### src/rtl/text_console_writer.sv
// Terminal-style 4x16 character buffer: byte-stream writer, async read port.
// Define TEXT_CONSOLE_SCROLL_EN to scroll on last-row wrap instead of wrapping to row 0.
module text_console_writer #(
    parameter int          ROW_BITS   = 2,
    parameter int          COL_BITS   = 4,
    parameter logic [7:0]  BLANK_CHAR = 8'd32
) (
    input  logic                         clk,
    input  logic                         rst_n,
    input  logic                         char_valid,
    input  logic [7:0]                   char_data,
    output logic                         char_ready,
    input  logic [ROW_BITS+COL_BITS-1:0] char_address,
    output logic [7:0]                   char_output,
    output logic [ROW_BITS+COL_BITS-1:0] cursor_addr,
    output logic                         busy
);

    localparam int AW   = ROW_BITS + COL_BITS;
    localparam int N    = 2 ** AW;
    localparam int ROWS = 2 ** ROW_BITS;
    localparam int COLS = 2 ** COL_BITS;

    localparam logic [AW-1:0]       LAST_ADDR = AW'(N - 1);
    localparam logic [COL_BITS-1:0] LAST_COL  = COL_BITS'(COLS - 1);
    localparam logic [ROW_BITS-1:0] LAST_ROW  = ROW_BITS'(ROWS - 1);
`ifdef TEXT_CONSOLE_SCROLL_EN
    localparam logic [AW-1:0]       LAST_COPY = AW'((ROWS - 1) * COLS - 1);
    localparam logic [ROW_BITS-1:0] CLR_ROW   = LAST_ROW;
`else
    localparam logic [ROW_BITS-1:0] CLR_ROW   = '0;
`endif

    typedef enum logic [1:0] {
        S_IDLE,
        S_CLEAR,
`ifdef TEXT_CONSOLE_SCROLL_EN
        S_ROW_CLR,
        S_SCROLL
`else
        S_ROW_CLR
`endif
    } state_e;

    state_e              state_q, state_d;
    logic [AW-1:0]       cnt_q, cnt_d;
    logic [ROW_BITS-1:0] row_q, row_d;
    logic [COL_BITS-1:0] col_q, col_d;
    logic [7:0]          mem_q [N];

    logic          we;
    logic [AW-1:0] waddr;
    logic [7:0]    wdata;
    logic          adv_row;
    logic          xfer;

    assign busy        = (state_q != S_IDLE);
    assign char_ready  = !busy;
    assign cursor_addr = {row_q, col_q};
    assign char_output = mem_q[char_address];
    assign xfer        = char_valid && char_ready;

    always_comb begin
        state_d = state_q;
        cnt_d   = cnt_q;
        row_d   = row_q;
        col_d   = col_q;
        we      = 1'b0;
        waddr   = {row_q, col_q};
        wdata   = BLANK_CHAR;
        adv_row = 1'b0;

        case (state_q)
            S_IDLE: begin
                if (xfer) begin
                    if (char_data >= 8'h20 && char_data <= 8'h7E) begin
                        we    = 1'b1;
                        wdata = char_data;
                        if (col_q == LAST_COL) begin
                            col_d   = '0;
                            adv_row = 1'b1;
                        end else begin
                            col_d = col_q + COL_BITS'(1);
                        end
                    end else if (char_data == 8'h0A) begin
                        col_d   = '0;
                        adv_row = 1'b1;
                    end else if (char_data == 8'h0D) begin
                        col_d = '0;
                    end else if (char_data == 8'h08) begin
                        if (col_q != '0) begin
                            col_d = col_q - COL_BITS'(1);
                            we    = 1'b1;
                            waddr = {row_q, col_q - COL_BITS'(1)};
                        end
                    end else if (char_data == 8'h0C) begin
                        row_d   = '0;
                        col_d   = '0;
                        cnt_d   = '0;
                        state_d = S_CLEAR;
                    end
                end
            end
            S_CLEAR: begin
                we    = 1'b1;
                waddr = cnt_q;
                cnt_d = cnt_q + AW'(1);
                if (cnt_q == LAST_ADDR) begin
                    cnt_d   = '0;
                    row_d   = '0;
                    col_d   = '0;
                    state_d = S_IDLE;
                end
            end
            S_ROW_CLR: begin
                we    = 1'b1;
                waddr = {CLR_ROW, cnt_q[COL_BITS-1:0]};
                cnt_d = cnt_q + AW'(1);
                if (cnt_q[COL_BITS-1:0] == LAST_COL) begin
                    cnt_d   = '0;
                    state_d = S_IDLE;
                end
            end
`ifdef TEXT_CONSOLE_SCROLL_EN
            S_SCROLL: begin
                we    = 1'b1;
                waddr = cnt_q;
                wdata = mem_q[cnt_q + AW'(COLS)];
                cnt_d = cnt_q + AW'(1);
                if (cnt_q == LAST_COPY) begin
                    cnt_d   = '0;
                    state_d = S_ROW_CLR;
                end
            end
`endif
            default: state_d = S_CLEAR;
        endcase

        // Wrap from the last row hands off to a busy sequence.
        if (adv_row) begin
            if (row_q != LAST_ROW) begin
                row_d = row_q + ROW_BITS'(1);
            end else begin
                col_d = '0;
                cnt_d = '0;
`ifdef TEXT_CONSOLE_SCROLL_EN
                row_d   = LAST_ROW;
                state_d = S_SCROLL;
`else
                row_d   = '0;
                state_d = S_ROW_CLR;
`endif
            end
        end
    end

    always_ff @(posedge clk or negedge rst_n) begin
        if (!rst_n) begin
            state_q <= S_CLEAR;
            cnt_q   <= '0;
            row_q   <= '0;
            col_q   <= '0;
        end else begin
            state_q <= state_d;
            cnt_q   <= cnt_d;
            row_q   <= row_d;
            col_q   <= col_d;
        end
    end

    // The array is rebuilt by CLEAR after reset, so it carries no reset.
    always_ff @(posedge clk) begin
        if (we) begin
            mem_q[waddr] <= wdata;
        end
    end

endmodule

### config.mk
export PLATFORM = sky130hd
export DESIGN_NAME = text_console_writer
export DESIGN_NICKNAME = d
export VERILOG_FILES = /design/src/rtl/text_console_writer.sv
export SDC_FILE = /design/constraint.sdc
export NUM_CORES = 1
export LEC_CHECK = 0
export CAP_MARGIN = 20
export CORE_MARGIN = 2
export CORE_UTILIZATION = 35
export CTS_CLUSTER_DIAMETER = 80
export DETAILED_ROUTE_END_ITERATION = 8
export GPL_TIMING_DRIVEN = 0
export SKIP_CTS_REPAIR_TIMING = 1
export SYNTH_ARGS = -nofsm -noshare
export SYNTH_HDL_FRONTEND = slang
export SYNTH_SLANG_ARGS = --single-unit
### constraint.sdc
create_clock -name clk -period 4 [get_ports clk]
set_input_delay 1 -clock clk [delete_from_list [all_inputs] [get_ports clk]]
set_output_delay 1 -clock clk [all_outputs]
set_load 0.005 [all_outputs]
==> impl_metrics.env <==
export IMPL_worstSetupStartpointType="input pin"
export IMPL_crit_slowest_cell="mux4_2"
export IMPL_dieHeight_microns=251
export IMPL_cts_root_buf="clkbuf_16"
export IMPL_cts_tree="built"
export IMPL_pwr_density_cell_nw_per_um2=481
export IMPL_port_buffers=29
export IMPL_clock_sinks=526
export IMPL_whs_ns=0.575
export IMPL_holdCritPathClass="flip-flop to flip-flop"
export IMPL_crit_buf_inv=3
export IMPL_synth_common_cells="512 x edfxtp_1, 160 x mux4_2, 85 x nor2_1"
export IMPL_multiInputGateArea_sq_um=5880
export IMPL_path_cells="buf_16 > buf_12 > mux4_2 > mux4_2 > a22oi_2 > nand2_1 > clkdlybuf4s50_1"
export IMPL_fill_cells=5250
export IMPL_cts_max_level=2
export IMPL_hpwl_microns=33000
export IMPL_rsz0062_at_grt="true"
export IMPL_core_area_sq_um=60400
export IMPL_cp_end_kind="output pin"
export IMPL_worst_slack_ns=-0.300
export IMPL_synth_cell_types=67
export IMPL_yosysWarnings=0
export IMPL_synthFlopType="edfxtp_1"
export IMPL_cpPeakStageDelay_ns=0.57
export IMPL_fmax_mhz=233
export IMPL_grt_pass1_wl_microns=72600
export IMPL_place_inst=1901
export IMPL_yosysTopAreaCell="edfxtp_1"
export IMPL_yosysSeqAreaShare_pct=73.7
export IMPL_async_flop_share_pct=2.66
export IMPL_status="finished, violations left"
export IMPL_tightest_slew_ns=0.929
export IMPL_clkPwrFrac_pct=40.9
export IMPL_drc=0
export IMPL_drt_total_wl_microns=50000
export IMPL_clkTransAtPathRegs_ns=0.06
export IMPL_swShare_pct=23.0
export IMPL_cp_required_ns=3.00
export IMPL_drv_slew=0
export IMPL_p_int_mw=9.55
export IMPL_via_count=10700
export IMPL_start_util_pct=35.3
export IMPL_die_area_sq_um=62900
export IMPL_arrival_ns=3.30
export IMPL_vias_per_cell=5.31
export IMPL_num_antenna_cells=0
export IMPL_netlist_instances=1019
export IMPL_synth_top_area_share_pct=72.1
export IMPL_postSynthAreaPerCell_sq_um=20.9
export IMPL_antenna_found_initial=0
export IMPL_grt_util_all_layers_pct=15.8
export IMPL_period_share_pct=107
export IMPL_grt_pass1_vias=10700
export IMPL_cts_buffers=54
export IMPL_seqCellArea_sq_um=15700
export IMPL_p_comb_share_pct=9.7
export IMPL_syn_cell_area_sq_um=21300
export IMPL_io_pins=33
export IMPL_violations="negative setup slack"
export IMPL_p_seq_share_pct=49.5
export IMPL_dieWidth_microns=251
export IMPL_finalSetupViolCount=34
export IMPL_nNetsFinal=1226
export IMPL_synth_area_leaders="edfxtp_1 72%, mux4_2 17%, dfrtp_1 1.5%"
export IMPL_clock_path_buffers=3
export IMPL_drive_gt1_share_pct=33.2
export IMPL_period_needed_ns=4.30
export IMPL_p_switching_mw=2.86
export IMPL_ir_drop_mv=0.403
export IMPL_drtAntennaViolNets=0
export IMPL_drt_iter0_drc=1136
export IMPL_synth_enable_flop_cells=512
export IMPL_area_growth_pct=20.8
export IMPL_ys_seq_elements=526
export IMPL_core_rowCount=90
export IMPL_final_cell_count_no_fill=2023
export IMPL_power_leakage_nw=8.35
export IMPL_max_slew_margin_rel_pct=38.1
export IMPL_wire_per_inst_microns=24.7
export IMPL_crit_path_max_fanout=8
export IMPL_routabilityCongestion=0.846
export IMPL_grt_max_degree=53
export IMPL_finalHoldViolations=0
export IMPL_dr_pass1_iters=5
export IMPL_yosysMostFrequentCell="edfxtp_1"
export IMPL_gr_total_overflow=0
export IMPL_clock_skew_ns=0.0308
export IMPL_clk_insertion_delay_late_ns=0.61
export IMPL_crit_top_cell="mux4_2"
export IMPL_path_delay_family="multiplexers"
export IMPL_max_cap_viol_count=0
export IMPL_worstSetupPathType="input pin to output pin"
==> stage by stage <==
| stage | util (%) | total power, mW | area [sq um] | TNS [ns] | setup slack (ns) |
|---|---|---|---|---|---|
| floorplan | - | 6.91 | 21600 | 0 | 0.147 |
| global placement | 37.8 | 7.30 | 22800 | -757.17 | -2.89 |
| detailed placement | 38.2 | 7.33 | 23000 | -315.65 | -1.29 |
| CTS | 41.1 | 12.4 | 24800 | -30.25 | -1.29 |
| global route | 42.7 | 12.8 | 25800 | -9.25 | -0.292 |
| finish | 42.7 | 12.4 | 25800 | -0.728 | -0.300 |
==> power groups by stage <==
| stage | sequential, mW | combinational (mW) | clock (mW) |
|---|---|---|---|
| 2_1_floorplan | 6.24 | 0.666 | 0 |
| 3_3_place_gp | 6.26 | 1.05 | 0 |
| 3_5_place_dp | 6.25 | 1.08 | 0 |
| 4_1_cts | 6.14 | 1.08 | 5.16 |
| 5_1_grt | 6.14 | 1.28 | 5.37 |
| 6_report | 6.14 | 1.20 | 5.07 |
==> worst paths after layout <==
check	startpoint	slack (ns)	to	cells past startpoint
min in group asynchronous	rst_n	0.81	cnt_q[0]	1
max in group asynchronous	rst_n	2.76	cnt_q[2]	1
min reg2reg	state_q[0]	0.58	state_q[0]	2
max reg2reg	col_q[0]	0.19	mem_q[21][0]	10
min	state_q[0]	0.58	state_q[0]	2
max	char_address[0]	-0.30	char_output[2]	7
==> worst reg2reg max path, stage by stage, from the launching register on <==
cell	delay, ns
dfrtp_1	0.39
clkbuf_1	0.21
inv_1	0.10
ha_1	0.21
or3b_4	0.42
a31oi_1	0.21
a2111oi_2	0.09
a221oi_2	0.53
buf_6	0.24
nand4b_1	0.32
nor2_1	0.72
==> state kept, by name, indices dropped and copies added (netlist names) <==
signal	count
cnt_q	6
mem_q	512
state_q	2
row_q	2
col_q	4
==> layout by cell type, fill, tap and decap left out, types with 12 or more instances in the layout <==
cell type and count:
edfxtp_1 512, nor2_2 29, mux4_2 160, clkbuf_1 15, nor2_4 16, a22oi_2 12, buf_4 20, o21ai_0 16
clkdlybuf4s50_1 21, dfrtp_1 13, buf_12 19, conb_1 64, nor2_1 40, clkbuf_16 63
==> routing by layer <==
layer  share of wire [%]  wire, microns  vias up  GRT usage [%]
met5                   0              0        -              0
met4                 1.7            870        0           4.00
met3                 5.9           2930       60           2.95
met2                  49          24500      325           25.4
met1                  43          21700     5748           22.2
li1                    -              -     4605              -
==> layout make-up <==
cell class / count / area share, %
multi-input cells: 496 / 22.8
well taps: 782 / 3.80
flip-flops and latches: 526 / 61.0
clock inverters: 31 / 1.35
plain buffers: 53 / 2.11
repair buffers: 62 / 3.30
clock buffers: 66 / 5.50
inverters: 7 / 0.102
==> cells by family (layout without fill, tap and decap cells) <==
family                     count (synthesis)  in the layout  share of synthesized area [%]
DFF                                      526            526                           73.7
other                                      1             64                         0.0176
AOI/OAI and AO/OA                         84             84                           2.91
muxes                                    164            164                           17.1
adders and majority gates                  9              9                          0.528
and+or+nand+nor                          175            175                           4.45
buffers and inverters                     60            219                           1.30
No activity file was read; power rests on OpenSTA's default activity.
